===== config.mk =====
export PLATFORM = sky130hd
export DESIGN_NAME = fsm_monitor
export DESIGN_NICKNAME = d
export VERILOG_FILES = /design/src/rtl/fsm_pkg.sv /design/src/rtl/fsm_ref_model.sv /design/src/rtl/fsm_monitor.sv
export SDC_FILE = /design/constraint.sdc
export NUM_CORES = 1
export LEC_CHECK = 0
export CAP_MARGIN = 15
export CORE_ASPECT_RATIO = 0.7
export CORE_UTILIZATION = 51
export DETAILED_ROUTE_END_ITERATION = 7
export PLACE_DENSITY = 0.83
export SYNTH_ARGS = -nofsm -noshare
export SYNTH_HDL_FRONTEND = slang
export SYNTH_SLANG_ARGS = --single-unit

===== constraint.sdc =====
create_clock -name clk -period 3.5 [get_ports clk]
set_input_delay 0.525 -clock clk [delete_from_list [all_inputs] [get_ports clk]]
set_output_delay 0.525 -clock clk [all_outputs]
set_load 0.01 [all_outputs]

===== src/rtl/fsm_pkg.sv =====
// ============================================================================
// Module   : fsm_pkg
// Purpose  : Shared state encoding, next-state and output decode for the
//            go/jump FSM and its reference model.
// Revision : 1.0
// ============================================================================
`timescale 1ns/1ps
`default_nettype none

package fsm_pkg;

    localparam int STATE_W = 3;

    typedef enum logic [STATE_W-1:0] {
        S0 = 3'd0,
        S1 = 3'd1,
        S2 = 3'd2,
        S3 = 3'd3,
        S4 = 3'd4
    } state_e;

    function automatic logic exp_y_of(input state_e s);
        return (s == S3) || (s == S4);
    endfunction

    function automatic state_e next_state(input state_e s, input logic go, input logic jump);
        state_e n;
        n = S0;
        case (s)
            S0: begin
                if (go && jump) n = S3;
                else if (go)    n = S1;
                else            n = S0;
            end
            S1:      n = jump ? S3 : S2;
            S2:      n = S3;
            S3:      n = jump ? S3 : S4;
            S4:      n = go ? S1 : S0;
            default: n = S0;
        endcase
        return n;
    endfunction

endpackage

`default_nettype wire


===== src/rtl/fsm_ref_model.sv =====
// ============================================================================
// Module   : fsm_ref_model
// Purpose  : Reference copy of the go/jump FSM: state register plus exp_y.
// Revision : 1.0
// ============================================================================
`timescale 1ns/1ps
`default_nettype none

module fsm_ref_model
    import fsm_pkg::*;
(
    input  logic                clk,
    input  logic                reset,
    input  logic                go,
    input  logic                jump,
    output logic [STATE_W-1:0]  state,
    output logic                exp_y
);

    state_e state_q;
    state_e state_d;

    always_comb begin
        state_d = next_state(state_q, go, jump);
    end

    always_ff @(posedge clk or posedge reset) begin
        if (reset) begin
            state_q <= S0;
        end else begin
            state_q <= state_d;
        end
    end

    assign state = state_q;
    assign exp_y = exp_y_of(state_q);

endmodule

`default_nettype wire


===== src/rtl/fsm_monitor.sv =====
// ============================================================================
// Module   : fsm_monitor
// Purpose  : Passive checker comparing the monitored FSM's y against a
//            reference model; flags, counts and timestamps divergences.
// Revision : 1.0
// ============================================================================
`timescale 1ns/1ps
`default_nettype none

module fsm_monitor
    import fsm_pkg::*;
#(
    parameter int COUNT_W = 8
)
(
    input  logic                clk,
    input  logic                reset,
    input  logic                en,
    input  logic                go,
    input  logic                jump,
    input  logic                y,
    output logic [STATE_W-1:0]  exp_state,
    output logic                exp_y,
    output logic                mismatch,
    output logic [COUNT_W-1:0]  err_count,
    output logic [COUNT_W-1:0]  cycle_count,
    output logic [COUNT_W-1:0]  first_err_cycle
);

    localparam logic [COUNT_W-1:0] c_CNT_MAX = '1;

    logic               armed_q;
    logic               armed_d;
    logic               mismatch_q;
    logic               mismatch_d;
    logic [COUNT_W-1:0] err_count_q;
    logic [COUNT_W-1:0] err_count_d;
    logic [COUNT_W-1:0] cycle_count_q;
    logic [COUNT_W-1:0] cycle_count_d;
    logic [COUNT_W-1:0] first_err_q;
    logic [COUNT_W-1:0] first_err_d;

    logic               w_diff;
    logic               w_fail;

    fsm_ref_model u_ref (
        .clk   (clk),
        .reset (reset),
        .go    (go),
        .jump  (jump),
        .state (exp_state),
        .exp_y (exp_y)
    );

    // Case inequality in simulation so an unknown y is reported as a failure.
`ifdef SYNTHESIS
    assign w_diff = (y != exp_y);
`else
    assign w_diff = (y !== exp_y);
`endif

    // Unarmed first edge after reset release is never compared.
    assign w_fail = armed_q & en & w_diff;

    always_comb begin
        armed_d       = 1'b1;
        mismatch_d    = mismatch_q;
        err_count_d   = err_count_q;
        cycle_count_d = cycle_count_q;
        first_err_d   = first_err_q;

        if (armed_q && (cycle_count_q != c_CNT_MAX)) begin
            cycle_count_d = cycle_count_q + 1'b1;
        end

        if (w_fail) begin
            if (err_count_q != c_CNT_MAX) begin
                err_count_d = err_count_q + 1'b1;
            end
            if (!mismatch_q) begin
                mismatch_d  = 1'b1;
                first_err_d = cycle_count_q;
            end
        end
    end

    always_ff @(posedge clk or posedge reset) begin
        if (reset) begin
            armed_q       <= 1'b0;
            mismatch_q    <= 1'b0;
            err_count_q   <= '0;
            cycle_count_q <= '0;
            first_err_q   <= '0;
        end else begin
            armed_q       <= armed_d;
            mismatch_q    <= mismatch_d;
            err_count_q   <= err_count_d;
            cycle_count_q <= cycle_count_d;
            first_err_q   <= first_err_d;
        end
    end

    assign mismatch        = mismatch_q;
    assign err_count       = err_count_q;
    assign cycle_count     = cycle_count_q;
    assign first_err_cycle = first_err_q;

endmodule

`default_nettype wire

Word-level counts from Yosys, hierarchy flattened --
Index checks and enable logic that the tools add are counted.
Cells by class: add/subtract/negate cells 2, multipliers 0, div/mod/pow operators 0, order comparisons 0, equal/unequal tests 7, shift-type cells 0, mux-type cells 5, bitwise operators 3, reductions and logical operators 6
Operators by type and width (number):
- $add A8 B1 Y8 const B | 2
- $ne A8 B8 Y1 const B | 2
- $pmux W3 S5 | 1
- $eq A3 B2 Y1 const B | 2
- $mux W3 | 2
- $reduce_and A2 Y1 | 2
- $eq A3 B1 Y1 const B | 1
- $eq A3 B3 Y1 const B | 1
- $logic_not A3 Y1 | 1
- $and A1 B1 Y1 | 2
- $logic_and A1 B1 Y1 | 2
- $mux W1 | 2
- $logic_or A1 B1 Y1 | 1
- $ne A1 B1 Y1 | 1
- $not A1 Y1 | 1
Storage, ports and cells: register bits after elaboration 29, latch bits 0, memory bits (writable) 0, memory bits (read-only) 0, input port bits 6, output and inout port bits 29, word-level logic and storage cells 29, memories 0

Logic depth before layout (Yosys ltp) --
depth after elaboration 5, gate-level depth with buffers 6

Cells and area by module --
A second synthesis with hierarchy kept.
Second synthesis, totals: cell total of the unflattened synthesis 112, area, all modules 1346.3 sq um
By module, submodules not included:
- fsm_monitor | times used 1, cells each 98, area an instance 1203.7 sq um, seq. area each 650.6 sq um
- fsm_ref_model | times used 1, cells each 14, area an instance 142.6 sq um, seq. area each 75.1 sq um

Worst setup path before layout --
No wires, ideal clock.
path type register to register, from register u_ref.state_q[1] (netlist: u_ref.state[1]), to register first_err_q[0] (netlist: first_err_cycle[0]), arrival time 1.779 ns, slack 1.597 ns, stages on the path, launching flop included 6, clock period less this slack 1.903 ns, cell sequence dfrtp_1 > and2b_2 > a21o_2 > xnor2_4 > nor3_4 > mux2_2
Between the ends: cells in the longest elaborated chain, start to end 5
RTL lines:
- start, declared | line fsm_ref_model.sv:20 | state_e state_q;
- start signal, assigned | line fsm_ref_model.sv:31 | state_q <= state_d;
- $eq A3 B2 Y1 / $eq A3 B3 Y1 (equally long branches) | line fsm_pkg.sv:23 | return (s == S3) || (s == S4);
- $logic_or A1 B1 Y1 (*) | line fsm_pkg.sv:23
- net exp_y | line fsm_monitor.sv:23 | output logic exp_y,
- $ne A1 B1 Y1 (*) | line fsm_monitor.sv:57 | assign w_diff = (y != exp_y);
- $and A1 B1 Y1 (*) | line fsm_monitor.sv:63 | assign w_fail = armed_q & en & w_diff;
- $reduce_and A2 Y1 (no line) (*)
- end signal, assigned | line fsm_monitor.sv:99 | first_err_q <= first_err_d;
- end, declared | line fsm_monitor.sv:40 | logic [COUNT_W-1:0] first_err_q;
The timed path passes the listed nets; every way through them passes the cells marked *. A chain may end at the register's enable or synchronous reset.

Worst setup path after layout --
from register u_ref.state_q[0] (netlist: u_ref.state[0]), to output port exp_y
Between the ends: cells in the longest elaborated chain, start to end 2
RTL lines (line):
- $eq A3 B2 Y1 / $eq A3 B3 Y1 (equally long branches) | fsm_pkg.sv:23
- $logic_or A1 B1 Y1 (*) | fsm_pkg.sv:23
- end, declared | fsm_monitor.sv:23
Every way passes the cells marked *; elsewhere a longest branch is shown, timed or not.

==> reports/results.txt <==
Cells resized by post-CTS repair = 0
Place WS = 1.34 ns
Starting density of the core = 53.7%
Vias/cell = 5.20
Fin crit share = 62.8%
Top Family by Delay on Critical Path = buffers and inverters
Total GRT Usage = 21.1%
DRT Pass-1 Iters = 4
Initial antenna violation count = 0
Synthesized netlist cell count = 107
Setup WS post-layout = 1.30 ns
Worst path bufs/invs = 1
Clk sinks = 29
Worst Skew = 0.00997 ns
Critical Path AT = 1.67 ns
Critical path cell sequence = nor3b_1 -> a21o_2 -> clkdlybuf4s50_1
Final hold viol count = 0
Core Region = 0.00246 sq mm
DRC Markers = 0
Yosys cell types = 29
Fin. max-slew vios = 0
Clock-pin slew on the worst setup and hold paths = 0.07 ns
Routed WL = 2640 um
Hold Buf Count CTS = 0
Global placement routability congestion = 0.750
Max incr delay on CP = 0.55 ns
Adder-Cell Fraction of Synth Area = 1.89%
# diodes = 0
Post-synth EDFFs = 0
Startpoint Class = flip-flop
Ys flop type = dfrtp_1
Setup TNS = 0 ns
Simple-gate share of the synthesized area = 18.0%
Num ports = 35
Avg Inst Size Synth = 12.3 sq um
Crit. End Element = primary output
Clock latency on the worst-skew pair = 0.28 ns
CTS tree = built
RSZ-0062 raised after global routing = false
Die ar. = 0.00280 sq mm
VDD IR max = 0.580 mV
Post-synthesis mux area share = 11.9%
Commonest non-fill, non-tap cell in the layout = clkdlybuf4s50_1
Compound-Gate Fraction of Synth Area = 4.73%
Mapped Nets = 115
Slowest stage cell on the critical path = clkdlybuf4s50_1
Largest net degree at the start of global routing = 30
Total grt overflow = 0
Endpoints failing setup = 0
Nets = 157
FF+latch count, synth = 29
Synth-to-Final Area Change = 38.7%
Ratio of cells with drive above 1 in the final layout = 20.7%
IO buf count = 34
Fmax = 0.455 GHz
Hold/Removal Path Class = input port to asynchronous set/reset pin
Post-DRT Antenna Nets = 0
Minimum clock period = 2.20 ns
Most frequent cells in the layout = clkdlybuf4s50_1, dfrtp_1, mux2_2
DR iter-0 viols = 63
Post-CTS setup buffer count = 0
FILL cells = 156
Clock tree buffer depth = 2
Outcome = completed
CTS H-tree lvls = 2
Mapped cell area = 0.00132 sq mm
Warnings from Yosys = 0
P per Cell Area = 785 mW/mm^2
Leakage power = 0.790 nW
Largest family of logic cells by synthesized area = simple AND/OR/NAND/NOR gates
Worst hold slack = 0.484 ns
Register area share after synthesis = 54.9%
Async set or reset register ratio after synthesis = 100%
Vias in the first global route = 851
First-pass GRT wire length = 4220 um
Worst Path Required = 2.97 ns
Vias = 956
Die Ht = 44.6 um
Crit path max fanout = 8
CTS buffer count = 5
WS Path Type = flip-flop to primary output
Num rows = 15
Routed length per placed instance = 14.3 um
Die Wd = 62.8 um
XOR/XNOR share of the synthesized area = 7.39%
Max-cap violations = 0
Root buf cell = clkbuf_8
-- report_power, final --
part / switching (mW) / internal [mW] / total [mW] / leakage (nW)
Sequential: 0.140 / 0.443 / 0.582 / 0.366
Combinational: 0.225 / 0.332 / 0.557 / 0.370
Clock: 0.124 / 0.177 / 0.301 / 0.0542
Total: 0.488 / 0.952 / 1.44 / 0.790
-- cell families (layout without fill, tap and decap cells) --
family | Yosys count | in the layout
xor gates and xnor gates | 9 | 9
muxes | 14 | 14
DFF | 29 | 29
AOI/OAI and AO/OA | 9 | 9
adders and majority gates | 2 | 2
and+or+nand+nor | 40 | 40
buffers and inverters | 3 | 46
other | 1 | 1
-- per-stage QoR --
| step | std cells | utilization (%) | instance area (sq um) | total power, mW |
|---|---|---|---|---|
| finish | 184 | 74.6 | 1830 | 1.44 |
| global route | 184 | 74.6 | 1830 | 1.53 |
| detailed placement | 175 | 69.3 | 1700 | 1.13 |
| global placement | 175 | 69.3 | 1700 | 1.11 |
| CTS | 183 | 73.4 | 1810 | 1.45 |
| floorplan | 107 | - | 1320 | 0.836 |
-- final timing paths --
path / slack [ns] / startpoint / cells past startpoint / endpoint
hold / removal: 0.48 / reset / 2 / mismatch
setup / recovery: 1.30 / u_ref.state[0] / 3 / exp_y
max in group asynchronous: 2.60 / reset / 3 / first_err_cycle[7]
setup reg to reg: 1.50 / u_ref.state[1] / 5 / first_err_cycle[7]
hold reg to reg: 0.51 / first_err_cycle[5] / 1 / first_err_cycle[5]
min in group clk: 0.51 / first_err_cycle[5] / 1 / first_err_cycle[5]
-- per-layer routing --
metal  track usage [%]  up-vias  share of wire, %
met1              28.9      446                49
met4              8.37        0               1.4
met5                 0        -                 0
met2              30.4       37                45
li1                  -      469                 -
met3              7.99        4               4.9
-- cell type report --
cell class,instances,area [sq um],share of cell area [%]
Tap cell,34,42.5,2.32
Clock inverter,1,5.00,0.273
Inverter,3,11.3,0.614
Multi-Input combinational cell,75,584,31.9
Timing Repair Buffer,35,368,20.1
Sequential cell,29,726,39.6
Clock buffer,7,96.3,5.26
-- synth_stat cells (2+ instances only) --
cell type,n,area share (%)
inv_1,3,0.85
and2b_2,2,1.3
nand4_1,3,1.4
mux2_2,14,12
nand3_1,7,2.7
xnor2_1,3,2.0
nand2_1,8,2.3
dfrtp_1,29,55
nor4_1,4,1.9
xor2_1,5,3.3
nor2_1,5,1.4
ha_1,2,1.9
a21oi_1,3,1.1
and4_1,2,1.3
nor3b_1,3,1.7
-- flip-flops by register name, indices dropped and copies added (netlist names) --
register,cells
armed_q,1
first_err_cycle,8
err_count,8
u_ref.state,3
cycle_count,8
mismatch,1
No activity file was read; power rests on OpenSTA's default activity.
==> variant 1 (config.mk and constraints unchanged) <==
Set the parameter `COUNT_W` to 6 (it was 8).
--- a/src/rtl/fsm_monitor.sv
+++ b/src/rtl/fsm_monitor.sv
@@ -10,7 +10,7 @@
 module fsm_monitor
     import fsm_pkg::*;
 #(
-    parameter int COUNT_W = 8
+    parameter int COUNT_W = 6
 )
 (
     input  logic                clk,
Ports: changed (resized cycle_count, err_count and first_err_cycle); port bits go from 35 to 29. No check against the original RTL was run, so the function may have changed too.
==> variant 1 against the original RTL <==
  * Wire length fell by 29%
  * Clock power fell by 59%
  * Worst setup slack got worse by 120 ps
  * Sequential cell count fell by 6
  * Power fell by 23%
  * Sequential power fell by 15%
  * Critical endpoint unchanged
  * Utilization fell by 1.8 points
  * Cell area fell by 26%
  * Area after synthesis fell by 22%
==> variant 1: results (changes against the original RTL) <==
| Metric | Value |
|---|---|
| DP Area | `1333 sq um (was 1704 sq um)` |
| Share of cells above drive strength 1 | `14.41% (was 20.67%)` |
| Row cnt | `13 (was 15)` |
| Clock Skew | `10.02 ps (was 9.972 ps)` |
| Starting DRT DRC Count | `12 (was 63)` |
| Worst-skew pair later-pin latency | `320 ps (was 280 ps)` |
| Nets | `127 (was 157)` |
| PostCTS Resize Cnt | `0 (unchanged)` |
| Maximum VDD drop | `0.5616 mV (was 0.5798 mV)` |
| Post-synthesis cell type count | `30 (was 29)` |
| Largest net degree at the start of global routing | `24 (was 30)` |
| GRT Overall Usage | `18.72% (was 21.08%)` |
| Worst Path Arrival | `1790 ps (was 1670 ps)` |
| Port Buf Inserts | `28 (was 34)` |
| H-Tree Depth | `1 (was 2)` |
| Yosys top cell area share | `55.89% (was 54.92%)` |
| Syn Area/Cell | `11.84 sq um (was 12.35 sq um)` |
| GP Congestion | `0.7837 (was 0.7498)` |
| RR Startpoint | `u_ref.state[0]$_DFF_PP0_ (was u_ref.state[1]$_DFF_PP0_)` |
| Root Driver | `clkbuf_4 (was clkbuf_8)` |
| Hold crit path type | `reg -> reg (was in -> async)` |
| Post-route insts no fill | `140 (was 184)` |
| Mapped Nets | `95 (was 115)` |
| Leakage power | `0.6087 nW (was 0.7901 nW)` |
| Worst r2r dst | `first_err_cycle[2]$_DFFE_PP0P_ (was first_err_cycle[7]$_DFFE_PP0P_)` |
| Synth area leaders | `dfrtp_1 56%, mux2_2 7.7%, xnor2_1 4.3%, nand4_1 3.0%, nand2_1 2.9% (was dfrtp_1 55%, mux2_2 12%, xor2_1 3.3%, nand3_1 2.7%, nand2_1 2.3%)` |
| Number of global-route vias before repair | `654 (was 851)` |
| Status | `finished, final reports clean (unchanged)` |
| Routed len/inst | `13.34 um (was 14.33 um)` |
| Fin worst setup slack | `1181 ps (was 1300 ps)` |
| Hold Slack | `523.4 ps (was 484.4 ps)` |
| Pre-CTS setup slack | `1368 ps (was 1340 ps)` |
| Reg2reg setup slack | `1550 ps (was 1500 ps)` |
| First-pass GRT wire length | `2.960 mm (was 4.215 mm)` |
| Register area share after synthesis | `55.89% (was 54.92%)` |
| Clk pin slew, worst setup/hold paths | `130 ps (was 70 ps)` |
| CTS Buf Count | `3 (was 5)` |
==> variant 1: power by group <==
| group | switching (mW) | internal, mW | total (mW) |
|---|---|---|---|
| Sequential | 0.130 | 0.364 | 0.494 |
| Clock | 0.0802 | 0.0428 | 0.123 |
| Combinational | 0.188 | 0.305 | 0.493 |
==> variant 1: layout make-up <==
cell class / count / area (sq um)
clock buffers: 3 / 22.52
clock inverters: 1 / 5.005
fillers: 139 / 510.5
inverters: 4 / 15.01
multi-input cells: 59 / 434.2
flip-flops and latches: 23 / 575.6
well taps: 22 / 27.53
repair buffers: 28 / 280.3
==> variant 1: worst max-delay path by stage <==
stage	depth (start not counted)	from	to
4_1_cts	3	u_ref.state[0]$_DFF_PP0_	exp_y
5_1_grt	3	u_ref.state[0]$_DFF_PP0_	exp_y
3_5_place_dp	5	y	first_err_cycle[1]$_DFFE_PP0P_
3_3_place_gp	5	y	first_err_cycle[5]$_DFFE_PP0P_
2_1_floorplan	5	u_ref.state[0]$_DFF_PP0_	first_err_cycle[0]$_DFFE_PP0P_
6_report	3	u_ref.state[0]$_DFF_PP0_	exp_y
==> variant 1: kinds of logic (layout without fill, tap and decap cells) <==
logic type	Yosys count	after routing	synth area share [%]
fa+ha+maj	2	2	2.430
simple gates	31	31	17.99
mux	8	8	9.113
buf+inv	5	36	1.943
flops	23	23	55.89
compound gates	9	9	5.468
other cells	1	1	0.3642
xor+xnor	8	8	6.805
==> variant 1: worst max-delay path, stage by stage (launching register included) <==
cell	delay [ps]
dfrtp_1	490
and3b_1	240
or2_2	290
clkdlybuf4s50_1	470
==> variant 1: routing by layer <==
layer | GRT usage, % | routed length (um) | share of wire (%) | up-vias
met5 | 0 | 0 | 0 | -
li1 | - | - | - | 369
met4 | 5.625 | 14 | 0.75 | 0
met2 | 31.02 | 812 | 43 | 18
met3 | 6.271 | 78 | 4.2 | 2
met1 | 23.80 | 961 | 51 | 366
==> variant 2 (same settings) <==
Without the edit above. Make the reset (`reset`) synchronous in 2 clocked blocks.
--- a/src/rtl/fsm_ref_model.sv
+++ b/src/rtl/fsm_ref_model.sv
@@ -24,7 +24,7 @@
         state_d = next_state(state_q, go, jump);
     end
 
-    always_ff @(posedge clk or posedge reset) begin
+    always_ff @(posedge clk) begin
         if (reset) begin
             state_q <= S0;
         end else begin
--- a/src/rtl/fsm_monitor.sv
+++ b/src/rtl/fsm_monitor.sv
@@ -84,7 +84,7 @@
         end
     end
 
-    always_ff @(posedge clk or posedge reset) begin
+    always_ff @(posedge clk) begin
         if (reset) begin
             armed_q       <= 1'b0;
             mismatch_q    <= 1'b0;
Check against the original RTL: differs if reset is asserted again (counterexample within 4 cycles, from zero or initial values and one cycle with reset high); with reset held inactive, the same outputs for 10 cycles.
==> variant 2 against the original RTL <==
  * Wire length increased by 25%
  * Sequential cell count unchanged
  * Area after synthesis decreased by 0.85%
  * Critical path depth unchanged
  * Hold slack improved by 17 ps
  * Synthesized cell count increased by 35%
  * Highest routed layer unchanged
  * Worst setup slack got worse by 78 ps
  * Die area decreased by 0.82%
  * Cell area decreased by 4.1%
Power is not compared: it rests on default switching activity, and its combinational part moved more than twofold at a synthesized area within 25%.
==> variant 2: results (changes against the original RTL) <==
| Metric | Value |
|---|---|
| Post-route insts no fill | `213 (was 184)` |
| GP Congestion | `0.8323 (was 0.7498)` |
| Cells after Synth | `144 (was 107)` |
| Most instantiated cells after synthesis | `29 x dfxtp_1, 20 x nor2_1, 10 x mux2i_1, 9 x a21oi_1, 7 x nand2_1 (was 29 x dfrtp_1, 14 x mux2_2, 8 x nand2_1, 7 x nand3_1)` |
| Worst reg2reg path depth | `4 (was 5)` |
| Mapped Nets | `152 (was 115)` |
| Crit-path max FO | `6 (was 8)` |
| Routed vias | `1244 (was 956)` |
| Status | `finished, final reports clean (unchanged)` |
| Min Clock Period, post-route | `2278 ps (was 2200 ps)` |
| Clock Skew | `13.27 ps (was 9.972 ps)` |
| Root Driver | `clkbuf_4 (was clkbuf_8)` |
| Worst-skew pair later-pin latency | `340 ps (was 280 ps)` |
| GRT Overall Usage | `25.70% (was 21.08%)` |
| Crit. Startpoint | `u_ref.state[2]$_SDFF_PP0_ (was u_ref.state[0]$_DFF_PP0_)` |
| Worst r2r dst | `err_count[5]$_SDFFE_PP0P_ (was first_err_cycle[7]$_DFFE_PP0P_)` |
| Placed cell count | `205 (was 175)` |
| Post-synth ARST share | `0% (was 100.0%)` |
| Post-synthesis cell type count | `41 (was 29)` |
| Xor/xnor share of the synthesized area | `2.006% (was 7.386%)` |
| Filler instances | `163 (was 156)` |
| DP Area | `1673 sq um (was 1704 sq um)` |
| RR Startpoint | `armed_q$_DFF_P_ (was u_ref.state[1]$_DFF_PP0_)` |
| Hold crit path type | `reg -> reg (was in -> async)` |
| Row cnt | `14 (was 15)` |
| First-pass GRT wire length | `5.382 mm (was 4.215 mm)` |
| Pre-CTS setup slack | `1172 ps (was 1340 ps)` |
| Register area share after synthesis | `44.32% (was 54.92%)` |
| Largest net degree at the start of global routing | `29 (was 30)` |
==> variant 2: routing by layer <==
metal	global-route usage [%]	routed length, um	vias up
met2	43.91	1579	50
met5	0	0	-
met4	13.02	51	0
met1	30.97	1446	584
li1	-	-	601
met3	6.443	218	9
==> variant 2: cell families (layout without fill, tap and decap cells) <==
logic type | Yosys count | count (layout)
flops | 29 | 29
xor+xnor | 3 | 3
compound gates | 27 | 27
mux | 10 | 10
buf+inv | 8 | 45
fa+ha+maj | 2 | 2
simple gates | 65 | 65
==> variant 2: final cells by class <==
class                   count  area (sq um)  area share (%)
clock buffers               7         55.05           3.132
clock inverters             1         30.03           1.708
inverters                   2         7.507          0.4270
multi-input cells         107         696.9           39.64
flip-flops and latches     29         580.6           33.02
well taps                  32         40.04           2.278
repair buffers             35         347.8           19.79
==> variant 2: critical path, stage by stage (launching register included) <==
cell,delay (ps)
dfxtp_1,420
and3b_4,240
or2_2,280
clkdlybuf4s50_1,480
